<file path="src/rtl/islemci_pkg.sv">
// islemci_pkg: shared definitions for the iterative multiply/divide unit.
// Holds the RV32M funct3 codes, the FSM state encoding, the data width
// and the number of iteration steps.
package islemci_pkg;

    localparam int unsigned VERI_BIT    = 32;
    localparam int unsigned ADIM_SAYISI = 32;

    typedef enum logic [2:0] {
        ISL_MUL    = 3'd0,
        ISL_MULH   = 3'd1,
        ISL_MULHSU = 3'd2,
        ISL_MULHU  = 3'd3,
        ISL_DIV    = 3'd4,
        ISL_DIVU   = 3'd5,
        ISL_REM    = 3'd6,
        ISL_REMU   = 3'd7
    } islem_t;

    typedef enum logic [1:0] {
        BOSTA   = 2'd0,
        HESAPLA = 2'd1,
        BITIR   = 2'd2
    } durum_t;

    // funct3[2] separates the divide group from the multiply group.
    function automatic logic bolme_mi(input islem_t i);
        return i[2];
    endfunction

endpackage

</file>
<file path="src/rtl/carpbol_birimi_isaret_duzeltici.sv">
// isaret_duzeltici: combinational sign handling around the unsigned core.
//   islem   : operation (funct3)
//   islec1  : rs1 operand as latched
//   islec2  : rs2 operand as latched
//   ham     : unsigned core result; product for multiply,
//             {remainder, quotient} for divide
//   mutlak1 : |islec1| when rs1 is treated as signed, else islec1
//   mutlak2 : |islec2| when rs2 is treated as signed, else islec2
//   sonuc   : signed-corrected 32-bit result selected by islem
module isaret_duzeltici
    import islemci_pkg::*;
(
    input  islem_t                  islem,
    input  logic [VERI_BIT-1:0]     islec1,
    input  logic [VERI_BIT-1:0]     islec2,
    input  logic [2*VERI_BIT-1:0]   ham,
    output logic [VERI_BIT-1:0]     mutlak1,
    output logic [VERI_BIT-1:0]     mutlak2,
    output logic [VERI_BIT-1:0]     sonuc
);

    logic                  isaretli1;
    logic                  isaretli2;
    logic                  eksi1;
    logic                  eksi2;
    logic [2*VERI_BIT-1:0] carpim;
    logic [VERI_BIT-1:0]   bolum;
    logic [VERI_BIT-1:0]   kalan;

    always_comb begin
        isaretli1 = 1'b0;
        isaretli2 = 1'b0;
        unique case (islem)
            ISL_MULH, ISL_DIV, ISL_REM: begin
                isaretli1 = 1'b1;
                isaretli2 = 1'b1;
            end
            ISL_MULHSU: isaretli1 = 1'b1;
            default: ;
        endcase
    end

    assign eksi1   = isaretli1 & islec1[VERI_BIT-1];
    assign eksi2   = isaretli2 & islec2[VERI_BIT-1];
    assign mutlak1 = eksi1 ? -islec1 : islec1;
    assign mutlak2 = eksi2 ? -islec2 : islec2;

    // Quotient sign follows both operands; remainder sign follows the dividend.
    assign carpim = (eksi1 ^ eksi2) ? -ham : ham;
    assign bolum  = (eksi1 ^ eksi2) ? -ham[VERI_BIT-1:0] : ham[VERI_BIT-1:0];
    assign kalan  = eksi1 ? -ham[2*VERI_BIT-1:VERI_BIT] : ham[2*VERI_BIT-1:VERI_BIT];

    always_comb begin
        sonuc = carpim[VERI_BIT-1:0];
        unique case (islem)
            ISL_MUL:                        sonuc = carpim[VERI_BIT-1:0];
            ISL_MULH, ISL_MULHSU, ISL_MULHU: sonuc = carpim[2*VERI_BIT-1:VERI_BIT];
            ISL_DIV, ISL_DIVU:              sonuc = bolum;
            ISL_REM, ISL_REMU:              sonuc = kalan;
            default: ;
        endcase
    end

endmodule

</file>
<file path="src/rtl/carpbol_birimi.sv">
// carpbol_birimi: iterative RV32M multiply/divide unit for the execute stage.
//   clk    : clock, rising edge
//   rst    : synchronous active-high reset, aborts any operation
//   basla  : start request; accepted when idle or in the finishing cycle
//   islem  : RV32M funct3 (MUL..REMU)
//   islec1 : rs1 operand (multiplicand / dividend)
//   islec2 : rs2 operand (multiplier / divisor)
//   mesgul : high during the 32 iteration cycles
//   hazir  : one-cycle pulse, sonuc valid
//   sonuc  : result, held until the next operation finishes
// Build option: CARPBOL_KISAYOL_EN lets divide-by-zero and signed overflow
// go straight to the finishing state without iterating.
module carpbol_birimi #(
    parameter int unsigned VERI_BIT = 32
) (
    input  logic                clk,
    input  logic                rst,
    input  logic                basla,
    input  logic [2:0]          islem,
    input  logic [VERI_BIT-1:0] islec1,
    input  logic [VERI_BIT-1:0] islec2,
    output logic                mesgul,
    output logic                hazir,
    output logic [VERI_BIT-1:0] sonuc
);

    import islemci_pkg::*;

    localparam logic [4:0] SON_ADIM = 5'(ADIM_SAYISI - 1);

`ifdef CARPBOL_KISAYOL_EN
    localparam logic KISAYOL = 1'b1;
`else
    localparam logic KISAYOL = 1'b0;
`endif

    durum_t                durum;
    durum_t                durum_n;
    logic                  hazirla;
    logic                  kabul;
    logic [4:0]            sayac;
    islem_t                islem_r;
    logic [VERI_BIT-1:0]   islec1_r;
    logic [VERI_BIT-1:0]   islec2_r;
    logic [VERI_BIT-1:0]   hi_r;
    logic [VERI_BIT-1:0]   lo_r;
    logic [VERI_BIT-1:0]   bolen_r;
    logic [VERI_BIT-1:0]   sonuc_r;

    logic [VERI_BIT-1:0]   hi_n;
    logic [VERI_BIT-1:0]   lo_n;
    logic [VERI_BIT:0]     toplam;
    logic [VERI_BIT:0]     kaydir;
    logic [VERI_BIT-1:0]   fark;
    logic                  sigar;
    logic [VERI_BIT-1:0]   mutlak1;
    logic [VERI_BIT-1:0]   mutlak2;
    logic [VERI_BIT-1:0]   duz_sonuc;

    logic                  sifir_bolen;
    logic                  tasma;
    logic                  ozel;
    logic [VERI_BIT-1:0]   ozel_sonuc;

    isaret_duzeltici u_isaret (
        .islem   (islem_r),
        .islec1  (islec1_r),
        .islec2  (islec2_r),
        .ham     ({hi_n, lo_n}),
        .mutlak1 (mutlak1),
        .mutlak2 (mutlak2),
        .sonuc   (duz_sonuc)
    );

    // Divide-by-zero and signed-overflow results are fixed values.
    assign sifir_bolen = bolme_mi(islem_r) && (islec2_r == '0);
    assign tasma       = ((islem_r == ISL_DIV) || (islem_r == ISL_REM)) &&
                         (islec1_r == {1'b1, {(VERI_BIT-1){1'b0}}}) &&
                         (islec2_r == '1);
    assign ozel        = sifir_bolen | tasma;

    always_comb begin
        ozel_sonuc = '0;
        if (sifir_bolen)
            ozel_sonuc = ((islem_r == ISL_DIV) || (islem_r == ISL_DIVU)) ? '1 : islec1_r;
        else if (tasma)
            ozel_sonuc = (islem_r == ISL_DIV) ? {1'b1, {(VERI_BIT-1){1'b0}}} : '0;
    end

    // One iteration step. Multiply: shift-add with {hi,lo} as product and
    // lo holding the remaining multiplier bits. Divide: restoring, hi is the
    // partial remainder and lo shifts the dividend out / quotient bits in.
    always_comb begin
        toplam = {1'b0, hi_r} + (lo_r[0] ? {1'b0, bolen_r} : '0);
        kaydir = {hi_r, lo_r[VERI_BIT-1]};
        fark   = kaydir[VERI_BIT-1:0] - bolen_r;
        sigar  = (kaydir >= {1'b0, bolen_r});
        if (bolme_mi(islem_r)) begin
            hi_n = sigar ? fark : kaydir[VERI_BIT-1:0];
            lo_n = {lo_r[VERI_BIT-2:0], sigar};
        end else begin
            hi_n = toplam[VERI_BIT:1];
            lo_n = {toplam[0], lo_r[VERI_BIT-1:1]};
        end
    end

    // After acceptance there is one setup cycle in BOSTA (hazirla=1) that
    // loads operand magnitudes into the datapath; a start request arriving
    // in that cycle is ignored because an operation is already in flight.
    assign kabul = basla && (durum != HESAPLA) && !hazirla;

    always_comb begin
        durum_n = durum;
        mesgul  = 1'b0;
        hazir   = 1'b0;
        unique case (durum)
            BOSTA: begin
                if (hazirla)
                    durum_n = (KISAYOL && ozel) ? BITIR : HESAPLA;
            end
            HESAPLA: begin
                mesgul = 1'b1;
                if (sayac == SON_ADIM)
                    durum_n = BITIR;
            end
            BITIR: begin
                hazir   = 1'b1;
                durum_n = BOSTA;
            end
            default: durum_n = BOSTA;
        endcase
    end

    always_ff @(posedge clk) begin
        if (rst) begin
            durum    <= BOSTA;
            hazirla  <= 1'b0;
            sayac    <= '0;
            islem_r  <= ISL_MUL;
            islec1_r <= '0;
            islec2_r <= '0;
            hi_r     <= '0;
            lo_r     <= '0;
            bolen_r  <= '0;
            sonuc_r  <= '0;
        end else begin
            durum   <= durum_n;
            hazirla <= kabul;
            if (kabul) begin
                islem_r  <= islem_t'(islem);
                islec1_r <= islec1;
                islec2_r <= islec2;
            end
            if (hazirla) begin
                hi_r    <= '0;
                lo_r    <= mutlak1;
                bolen_r <= mutlak2;
                sayac   <= '0;
            end else if (durum == HESAPLA) begin
                hi_r  <= hi_n;
                lo_r  <= lo_n;
                sayac <= sayac + 5'd1;
            end
            if (durum_n == BITIR)
                sonuc_r <= ozel ? ozel_sonuc : duz_sonuc;
        end
    end

    assign sonuc = sonuc_r;

endmodule

</file>
<file path="config.mk">
export PLATFORM = sky130hd
export DESIGN_NAME = carpbol_birimi
export DESIGN_NICKNAME = d
export VERILOG_FILES = /design/src/rtl/islemci_pkg.sv /design/src/rtl/carpbol_birimi_isaret_duzeltici.sv /design/src/rtl/carpbol_birimi.sv
export SDC_FILE = /design/constraint.sdc
export NUM_CORES = 1
export LEC_CHECK = 0
export CORE_MARGIN = 2
export CORE_UTILIZATION = 40
export CTS_CLUSTER_SIZE = 8
export DETAILED_ROUTE_END_ITERATION = 12
export GPL_ROUTABILITY_DRIVEN = 1
export GPL_TIMING_DRIVEN = 0
export SLEW_MARGIN = 20
export SYNTH_ARGS = -nofsm -noshare
export SYNTH_HDL_FRONTEND = slang
export SYNTH_SLANG_ARGS = --single-unit
</file>
<file path="constraint.sdc">
create_clock -name clk -period 4.5 [get_ports clk]
set_input_delay 1.125 -clock clk [delete_from_list [all_inputs] [get_ports clk]]
set_output_delay 1.125 -clock clk [all_outputs]
set_load 0.1 [all_outputs]
</file>
==> flow_summary.toml, run 1 <==
[yosys]
ys.flop_type = "dfxtp_1"
ys_ff_latch = 203
ys_warn_count = 0
synth_edf_count = 0
synth_fp_nets = 2618
syn_area_per_cell_um2 = 7.121
synth_commonest_cells = "nand2_1 (314), nor2_1 (299), a21oi_1 (262)"
synth_top_cell_by_area = "dfxtp_1"
synth.distinct_cells = 114
synthTopCellsByArea = "dfxtp_1 (23%), a21oi_1 (7.4%), nand2_1 (6.7%)"
syn-instance-count = 2475
async_flop_share_pct = 0
synth_top_cell_area_share_pct = 23.06
netlist_area_mm2 = 0.01763
synth.most_common_cell = "nand2_1"
ys_seq_area_share_pct = 23.06

[setup_path]
r2r_cells = 18
cp.arrival_ns = 5.11
slowest_delay_ns = 0.40
worstPathMaxFanout = 7
cpMostUsedCell = "buf_6"
critical_path_class = "reg2reg"
cp-end-kind = "register"
critPathLaunchType = "register"
ff2ff_setup_slack_ns = -0.14
worstReg2RegStart = "lo_r[0]"
r2r-end = "sonuc[22]"
critical_path.cell_chain = "buf_8, and2_1, ha_1, buf_6, a21o_1, a221oi_1, nand3_1, o21ai_1, a2bb2oi_1, and4bb_2, nand3_4, buf_6, or3_4, buf_6, o21ai_4, xnor2_1, o221a_1, a2111oi_2"
crit_slowest_cell = "a2bb2oi_1"
cp_data_required_time_ns = 4.97

[drt]
drc_errors = 0
first_pass_iters = 6
vias = 20720
viasPerCell = 6.250
postRouteAntennaNets = 0
wl_mm = 89.25
wl_per_cell_um = 26.92
drt_iter0_markers = 2501

[timing]
finClkSkew_ns = 0.01317
worstMarginPinSlew_ns = 1.261
setup_slack_ns = -0.1443
layout_min_cycle_time_ns = 4.644
min_period_over_period_pct = 103.2
setup_viol = 16
drv_slew = 0
rsz0062_at_grt = "yes"
max_freq_mhz = 215.3
slew_headroom_pct = 15.29
hold_violations = 0
fin_tns_setup_ns = -0.9416

[power_and_ir_drop]
ir_worst_vdd_mv = 0.2908
finalPower_mw = 7.200
p_leak_nw = 8.418
power_density_mw_per_mm2 = 314.7

[layout]
synthToLayoutAreaGrowth_pct = 29.81
drive_above_1_share_pct = 18.35
nFillCells = 4299
multi_input_area_mm2 = 0.01399
diodes = 0
layout.nets = 2868
seq_area_mm2 = 0.004156

[global_routing]
antenna_found_initial = 6
track_usage_pct = 37.42
grt_pass1_vias = 19350
grt_first_pass_wirelength_mm = 128.9
overflow = 0
grt_max_degree = 16

[cts]
cts_tree = "done"
hold_buffers = 0
htreeDepth = 1
clock_latency_ns = 0.58
path_clk_slew_ns = 0.05
cts_made_buffers = 30
cts_sinks = 203
clockBufferDepth = 3
root_buffer = "clkbuf_16"

[floorplan]
core_mm2 = 0.04327
die_area_mm2 = 0.04576
rows = 76
fp.dieW_um = 213.9
initial_core_util_pct = 40.74
pin_count = 104
dieHeight_um = 213.9

[outcome]
status = "finished with violations"
failed_checks = "setup timing"

[placement]
gp_congestion = 1.030
dp_slack_ns = -1.800
dp_hpwl_mm = 69.41
port-buffer-count = 102

[min_path]
hold_depth = 1
hold_end = "durum[0]"
hp-class = "reg2reg"
min-delay-start = "durum[1]"

[job]
cap_viol_max_count = 0
==> layout by cell type (no fill, tap or decap), types with 31 or more instances in the layout <==
| master | Yosys | layout |
|---|---|---|
| ha_1 | 71 | 47 |
| inv_1 | 75 | 71 |
| clkbuf_1 | 125 | 102 |
| mux2i_1 | 51 | 46 |
| nand2_1 | 314 | 304 |
| nand3_1 | 47 | 41 |
| dfxtp_1 | 203 | 161 |
| nand4_1 | 32 | 32 |
| nor2_1 | 299 | 286 |
| nor3_1 | 67 | 55 |
| o21ai_0 | 140 | 123 |
| and2_1 | 44 | 40 |
| buf_4 | 3 | 130 |
| xor2_1 | 73 | 72 |
| a21oi_1 | 262 | 242 |
| xnor2_1 | 89 | 78 |
| a211oi_1 | 93 | 84 |
| clkdlybuf4s50_1 | 0 | 101 |
| clkbuf_16 | 0 | 31 |
==> worst max-delay path by stage <==
stage | start | cells after the start | slack, ns | to
6_report | lo_r[0] | 18 | -0.14 | sonuc[22]
5_1_grt | lo_r[0] | 19 | -0.22 | sonuc[31]
4_1_cts | lo_r[0] | 18 | -0.13 | sonuc[28]
3_5_place_dp | bolen_r[30] | 22 | -1.80 | sonuc[22]
3_3_place_gp | bolen_r[30] | 22 | -1.79 | sonuc[22]
2_1_floorplan | bolen_r[30] | 22 | 0.04 | sonuc[22]
==> metal layers <==
layer / global-route usage, % / routed length [µm] / up-vias
li1: - / - / 9429
met1: 50.45 / 37930 / 9971
met2: 56.55 / 37640 / 1077
met3: 8.918 / 9264 / 239
met4: 16.67 / 4411 / 2
met5: 0 / 14 / -
==> metrics by stage <==
step / cells / area (µm²) / utilization, % / hold WS [ns]
finish: 3315 / 22880 / 52.88 / 0.4403
global placement: 3162 / 19380 / 44.79 / 0.4251
floorplan: 2475 / 17630 / - / 0.4045
CTS: 3292 / 22070 / 51.02 / 0.4401
global route: 3315 / 22880 / 52.88 / 0.4713
detailed placement: 3163 / 19390 / 44.82 / 0.4347
==> layout make-up <==
class                           instances  share of cell area [%]
Multi-Input combinational cell       2026                   61.14
Sequential cell                       203                   18.17
Timing Repair Buffer                  230                   8.935
Buffer                                157                   3.697
Clock buffer                           35                   3.494
Tap cell                              585                   3.199
Inverter                               77                   1.263
Clock inverter                          2                  0.1039
==> timing repair <==
action,in CTS,in global routing
cloned,2,0
pin swaps,75,56
buffers inserted,98,27
gates resized for setup,276,152
setup endpoints to repair,54,31
==> cell families after synthesis <==
logic type | after synthesis | synth area share [%]
DFF | 203 | 23.06
AOI/OAI and AO/OA | 781 | 29.29
buffers and inverters | 246 | 5.764
and+or+nand+nor | 953 | 25.29
muxes | 57 | 3.280
adders and majority gates | 73 | 5.267
xor gates and xnor gates | 162 | 8.050
==> power by group <==
group / switching (mW) / internal, mW / total, mW
Clock: 0.867 / 1.22 / 2.09
Combinational: 1.89 / 1.16 / 3.06
Sequential: 0.162 / 1.89 / 2.06
Total: 2.92 / 4.28 / 7.20
==> critical path: cells and delay by family, from the launching register on <==
kind / cells / cell delay [ns]
and+or+nand+nor: 5 / 1.33
AOI/OAI and AO/OA: 7 / 1.85
adders and majority gates: 1 / 0.29
xor gates and xnor gates: 1 / 0.08
buffers and inverters: 4 / 0.58
DFF: 1 / 0.38
==> state kept, by name (all words and copies together), names as in the netlist <==
signal and cells:
bolen_r 32, durum 2, hazirla 1, hi_r 32, islec1_r 32, islec2_r 32
islem_r 3, lo_r 32, sayac 5, sonuc 32
Power figures use the tool's default switching activity.
==> run 2: changes to the inputs <==
--- a/config.mk
+++ b/config.mk
@@ -7,6 +7,7 @@
 export LEC_CHECK = 0
 export CORE_MARGIN = 2
 export CORE_UTILIZATION = 40
+export CTS_CLUSTER_DIAMETER = 100
 export CTS_CLUSTER_SIZE = 8
 export DETAILED_ROUTE_END_ITERATION = 12
 export GPL_ROUTABILITY_DRIVEN = 1
==> run 2 against run 1 <==
Net effect:
- the flow still finishes with violations (setup timing)
- global-route usage decreased by 0.20 points
- fmax decreased by 1.4%
- combinational power decreased by 2%
- worst setup slack got worse by 0.065 ns
- critical path depth increased by 1
- total power decreased by 1.0%
- highest routed layer unchanged
- largest power group unchanged
- clock skew increased by 0.011 ns
==> flow_summary.toml, run 2 (synthesized netlist as in run 1, its figures left out) <==
[setup_path]
r2r_cells = 19
cp_data_required_time_ns = 4.94
crit_slowest_cell = "a311o_2"
crit_end = "sonuc[25]"
ff2ff_setup_slack_ns = -0.21
critical_path.cell_chain = "buf_8, and2_4, ha_4, fa_2, a21o_1, a311o_2, a2111oi_4, buf_4, nor2_4, xnor2_2, o22ai_4, a211oi_4, nand4_4, nor4_4, buf_4, a211oi_1, a31oi_1, o211ai_1, o2bb2ai_1"
cp.arrival_ns = 5.15
critical_path_class = "reg2reg"
slowest_delay_ns = 0.49
critPathLaunchType = "register"
worstPathMaxFanout = 7
setup.worst_path.start = "lo_r[0]"
worstReg2RegStart = "lo_r[0]"
r2r-end = "sonuc[25]"
cp-end-kind = "register"
cpMostUsedCell = "buf_4"

[timing]
min_period_over_period_pct = 104.6
slew_headroom_pct = 17.46
drv_slew = 0
finClkSkew_ns = 0.02397
rsz0062_at_grt = "yes"
hold_violations = 0
layout_min_cycle_time_ns = 4.709
max_freq_mhz = 212.4
setup_slack_ns = -0.2091
setup_viol = 20
worstMarginPinSlew_ns = 1.229
holdWs_ns = 0.4383

[cts]
cts_tree = "done"
hold_buffers = 0
root_buffer = "clkbuf_16"
htreeDepth = 1
path_clk_slew_ns = 0.06
cts_sinks = 203
clockBufferDepth = 3
cts_made_buffers = 30
clock_latency_ns = 0.58

[layout]
nFillCells = 4326
diodes = 0
seq_area_mm2 = 0.004145
layout.nets = 2857
fin_cells = 3303
synthToLayoutAreaGrowth_pct = 28.22
utilization_pct = 52.23
final_common_cell = "nand2_1"
drive_above_1_share_pct = 17.73
layout_common_cells = "nand2_1 (308), nor2_1 (286), a21oi_1 (245)"
stdcell_area_mm2 = 0.02260
multi_input_area_mm2 = 0.01382

[placement]
gp_congestion = 1.030
dp.cells = 3163
dpl_cell_area_mm2 = 0.01939
port-buffer-count = 102
dp_slack_ns = -1.800
dp_hpwl_mm = 69.41

[power_and_ir_drop]
p_leak_nw = 8.288
power_density_mw_per_mm2 = 315.3
ir_worst_vdd_mv = 0.3055

[drt]
drt_iter0_markers = 2431
wl_mm = 88.88
wl_per_cell_um = 26.91
viasPerCell = 6.286
drc_errors = 0
first_pass_iters = 6
postRouteAntennaNets = 0
vias = 20760

[global_routing]
grt_first_pass_wirelength_mm = 128.2
track_usage_pct = 37.22
overflow = 0
antenna_found_initial = 6
grt_max_degree = 15
grt_pass1_vias = 19170

[floorplan]
rows = 76
fp.dieW_um = 213.9
initial_core_util_pct = 40.74
pin_count = 104
die_area_mm2 = 0.04576
dieHeight_um = 213.9
core_mm2 = 0.04327

[outcome]
failed_checks = "setup timing"
status = "finished with violations"

[job]
cap_viol_max_count = 0

[min_path]
hold_depth = 1
hp-class = "reg2reg"
## run 2: timing repair
action | in CTS | in global routing
resized for setup | 257 | 133
setup buffers | 75 | 40
endpoints found under the setup margin | 54 | 33
gates cloned | 0 | 1
pin swaps | 63 | 73
## run 2: worst min-delay path by stage
stage	startpoint	to	slack (ns)
4_1_cts	durum[1]	durum[0]	0.44
3_5_place_dp	durum[1]	durum[0]	0.43
3_3_place_gp	durum[1]	durum[0]	0.43
6_report	durum[1]	durum[0]	0.44
2_1_floorplan	durum[1]	durum[0]	0.40
5_1_grt	durum[1]	durum[0]	0.47
## run 2: cell type report
type | count | share of cell area (%)
timing repair buffer | 218 | 8.654
tap | 585 | 3.239
buffer | 158 | 3.759
clock buffer | 34 | 3.527
multi-input combinational | 2026 | 61.14
sequential | 203 | 18.34
inverter | 77 | 1.279
clock inverter | 2 | 0.06090
## run 2: routing by layer
layer	global-route usage, %	share of wire [%]	vias up
li1	-	-	9405
met1	50.04	42	10000
met2	57.49	43	1121
met3	8.819	11	231
met4	14.34	4.7	2
met5	0	0.016	-
## run 2: where the power goes
group / internal (mW) / switching, mW / leakage (nW)
Sequential: 1.90 / 0.161 / 1.68
Clock: 1.22 / 0.847 / 0.400
Combinational: 1.14 / 1.87 / 6.21
## run 2: through the flow
| step | setup TNS [ns] | total power [mW] |
|---|---|---|
| 6_report | -1.578 | 7.126 |
| 3_5_place_dp | -51.59 | 4.350 |
| 2_1_floorplan | 0 | 3.510 |
| 4_1_cts | -0.5492 | 6.819 |
| 3_3_place_gp | -54.05 | 4.341 |
| 5_1_grt | -3.565 | 7.364 |
## run 2: critical path: cells and delay by family, from the launching register on
family / cells / cell delay (ns)
AND/OR/NAND/NOR: 4 / 0.85
XOR/XNOR: 1 / 0.20
AO/OA/AOI/OAI: 9 / 2.10
flip-flops: 1 / 0.38
buffers and inverters: 3 / 0.55
adder cells (fa/ha/maj): 2 / 0.49
==> run 3: changes to the inputs <==
--- a/config.mk
+++ b/config.mk
@@ -15,4 +15,5 @@
 export SLEW_MARGIN = 20
 export SYNTH_ARGS = -nofsm -noshare
 export SYNTH_HDL_FRONTEND = slang
+export SYNTH_HIERARCHICAL = 1
 export SYNTH_SLANG_ARGS = --single-unit
==> run 3 against run 2 <==
Net effect:
- the run still ends with setup timing left
- combinational power is 21% higher
- fmax is 12% lower
- utilization is 0.11 points higher
==> flow_summary.toml, run 3 <==
[layout]
drive_above_1_share_pct = 18.47
utilization_pct = 52.34
layout.nets = 2755
nFillCells = 4185
seq_area_mm2 = 0.004115
multi_input_area_mm2 = 0.01394
final_common_cell = "nand2_1"
synthToLayoutAreaGrowth_pct = 29.40
layout_common_cells = "nand2_1 (322), nor2_1 (195), a21oi_1 (183)"
diodes = 0
stdcell_area_mm2 = 0.02255

[yosys]
ys_ff_latch = 203
syn-instance-count = 2379
synth.distinct_cells = 94
ys.flop_type = "dfxtp_1"
synth_top_cell_by_area = "dfxtp_1"
synth_top_cell_area_share_pct = 23.32
async_flop_share_pct = 0
synth_commonest_cells = "nand2_1 (336), nor2_1 (205), a21oi_1 (203), dfxtp_1 (203), o21ai_0 (148)"
synth_fp_nets = 2521
netlist_area_mm2 = 0.01743
syn_area_per_cell_um2 = 7.325
ys_seq_area_share_pct = 23.32
ys_warn_count = 6
synthTopCellsByArea = "dfxtp_1 (23%), nand2_1 (7.2%), a21oi_1 (5.8%)"
synth.most_common_cell = "nand2_1"
synth_edf_count = 0

[cts]
path_clk_slew_ns = 0.05
clock_latency_ns = 0.56
cts_tree = "done"
clockBufferDepth = 3
cts_sinks = 203
hold_buffers = 0
cts_made_buffers = 30
root_buffer = "clkbuf_16"
htreeDepth = 1

[timing]
finClkSkew_ns = 0.03027
min_period_over_period_pct = 119.5
layout_min_cycle_time_ns = 5.379
drv_slew = 0
setup_viol = 31
rsz0062_at_grt = "yes"
worstMarginPinSlew_ns = 1.074
setup_slack_ns = -0.8795
slew_headroom_pct = 28.41
hold_violations = 0
max_freq_mhz = 185.9
fin_tns_setup_ns = -19.22

[drt]
viasPerCell = 6.065
first_pass_iters = 6
wl_per_cell_um = 22.75
drt_iter0_markers = 1879
wl_mm = 72.79
vias = 19410
postRouteAntennaNets = 0
drc_errors = 0

[global_routing]
grt_first_pass_wirelength_mm = 109.6
antenna_found_initial = 0
grt_pass1_vias = 18360
track_usage_pct = 31.56
overflow = 0
grt_max_degree = 16

[setup_path]
cp.arrival_ns = 5.83
critical_path_class = "reg2reg"
cp-end-kind = "register"
setup.worst_path.start = "bolen_r[1]"
critPathLaunchType = "register"
worstReg2RegStart = "bolen_r[1]"
cp_data_required_time_ns = 4.95
worstPathMaxFanout = 7

[placement]
port-buffer-count = 103
gp_congestion = 0.9739
dp_hpwl_mm = 55.66
dpl_cell_area_mm2 = 0.01930
dp_slack_ns = -1.805

[floorplan]
initial_core_util_pct = 40.45
rows = 76
fp.dieW_um = 212.7
core_mm2 = 0.04308
dieHeight_um = 212.7
pin_count = 104
die_area_mm2 = 0.04525

[min_path]
min-delay-start = "durum[1]"
hp-class = "reg2reg"

[job]
cap_viol_max_count = 0

[power_and_ir_drop]
ir_worst_vdd_mv = 0.3244
p_leak_nw = 8.569
finalPower_mw = 7.671
power_density_mw_per_mm2 = 340.2

[outcome]
failed_checks = "setup timing"
status = "finished with violations"
-- run 3: cell types whose count changed in the layout (fill, tap and decap cells not counted), moves of 19 or more --
cell | before | now
a21o_1 | 17 | 36
mux2_2 | 5 | 33
xnor2_1 | 78 | 99
a211oi_1 | 85 | 10
a21oi_1 | 245 | 183
nor2_1 | 286 | 195
mux2i_1 | 46 | 71
nor2b_1 | 18 | 44
-- run 3: layout make-up --
class / count / share of cell area (%)
clock buffer: 30 / 3.329
tap: 585 / 3.246
sequential: 203 / 18.25
clock inverter: 4 / 0.2664
timing repair buffer: 216 / 8.701
buffer: 150 / 3.185
multi-input combinational: 1941 / 61.83
inverter: 71 / 1.193
-- run 3: worst paths after layout --
check,depth (start not counted),endpoint,slack (ns)
max,22,sonuc[20],-0.88
min,1,durum[0],0.46
max reg2reg,22,sonuc[20],-0.88
min reg2reg,1,durum[0],0.46
-- run 3: through the flow --
step	instances	hold WS, ns
6_report	3200	0.4623
5_1_grt	3200	0.4905
4_1_cts	3175	0.4565
3_5_place_dp	3067	0.4489
3_3_place_gp	3067	0.4135
2_1_floorplan	2379	0.4045
-- run 3: repair_timing --
action | in CTS | in global routing
pin swaps | 94 | 69
resized for setup | 242 | 133
setup buffers | 85 | 33
gates cloned | 2 | 0
setup endpoints to repair | 33 | 33
-- run 3: worst max-delay path: stages (launching register included) --
cell	delay, ns
dfxtp_4	0.36
inv_4	0.03
ha_4	0.25
or2b_4	0.27
a2111oi_4	0.32
and4bb_2	0.32
or3_4	0.35
o21ai_4	0.10
or2_1	0.15
buf_6	0.12
buf_12	0.14
buf_4	0.12
mux2i_4	0.29
a21oi_4	0.17
or4_4	0.53
or3_4	0.45
buf_12	0.17
nor3_4	0.15
and3_4	0.21
a21oi_2	0.05
o211ai_1	0.27
nand2_1	0.15
a311oi_2	0.28
-- run 3: cells by family (layout without fill, tap and decap cells) --
| family | after synthesis | count (layout) | share of synthesized area, % |
|---|---|---|---|
| buffers and inverters | 235 | 471 | 5.443 |
| XOR/XNOR | 158 | 158 | 7.941 |
| multiplexers | 117 | 117 | 6.979 |
| AO/OA/AOI/OAI | 676 | 676 | 25.06 |
| AND/OR/NAND/NOR | 918 | 918 | 26.00 |
| adder cells (fa/ha/maj) | 72 | 72 | 5.256 |
| flip-flops | 203 | 203 | 23.32 |
-- run 3: routing by layer --
layer | track usage [%] | wire length [µm] | vias to the layer above
met5 | 0 | 0 | -
met2 | 50.12 | 32100 | 915
met1 | 43.77 | 32620 | 9250
met3 | 4.118 | 5219 | 191
met4 | 11.29 | 2844 | 0
li1 | - | - | 9053
-- run 3: power breakdown --
part	total [mW]	switching (mW)	internal, mW
sequential	2.01	0.136	1.87
combinational	3.62	2.13	1.50
clock	2.04	0.816	1.22
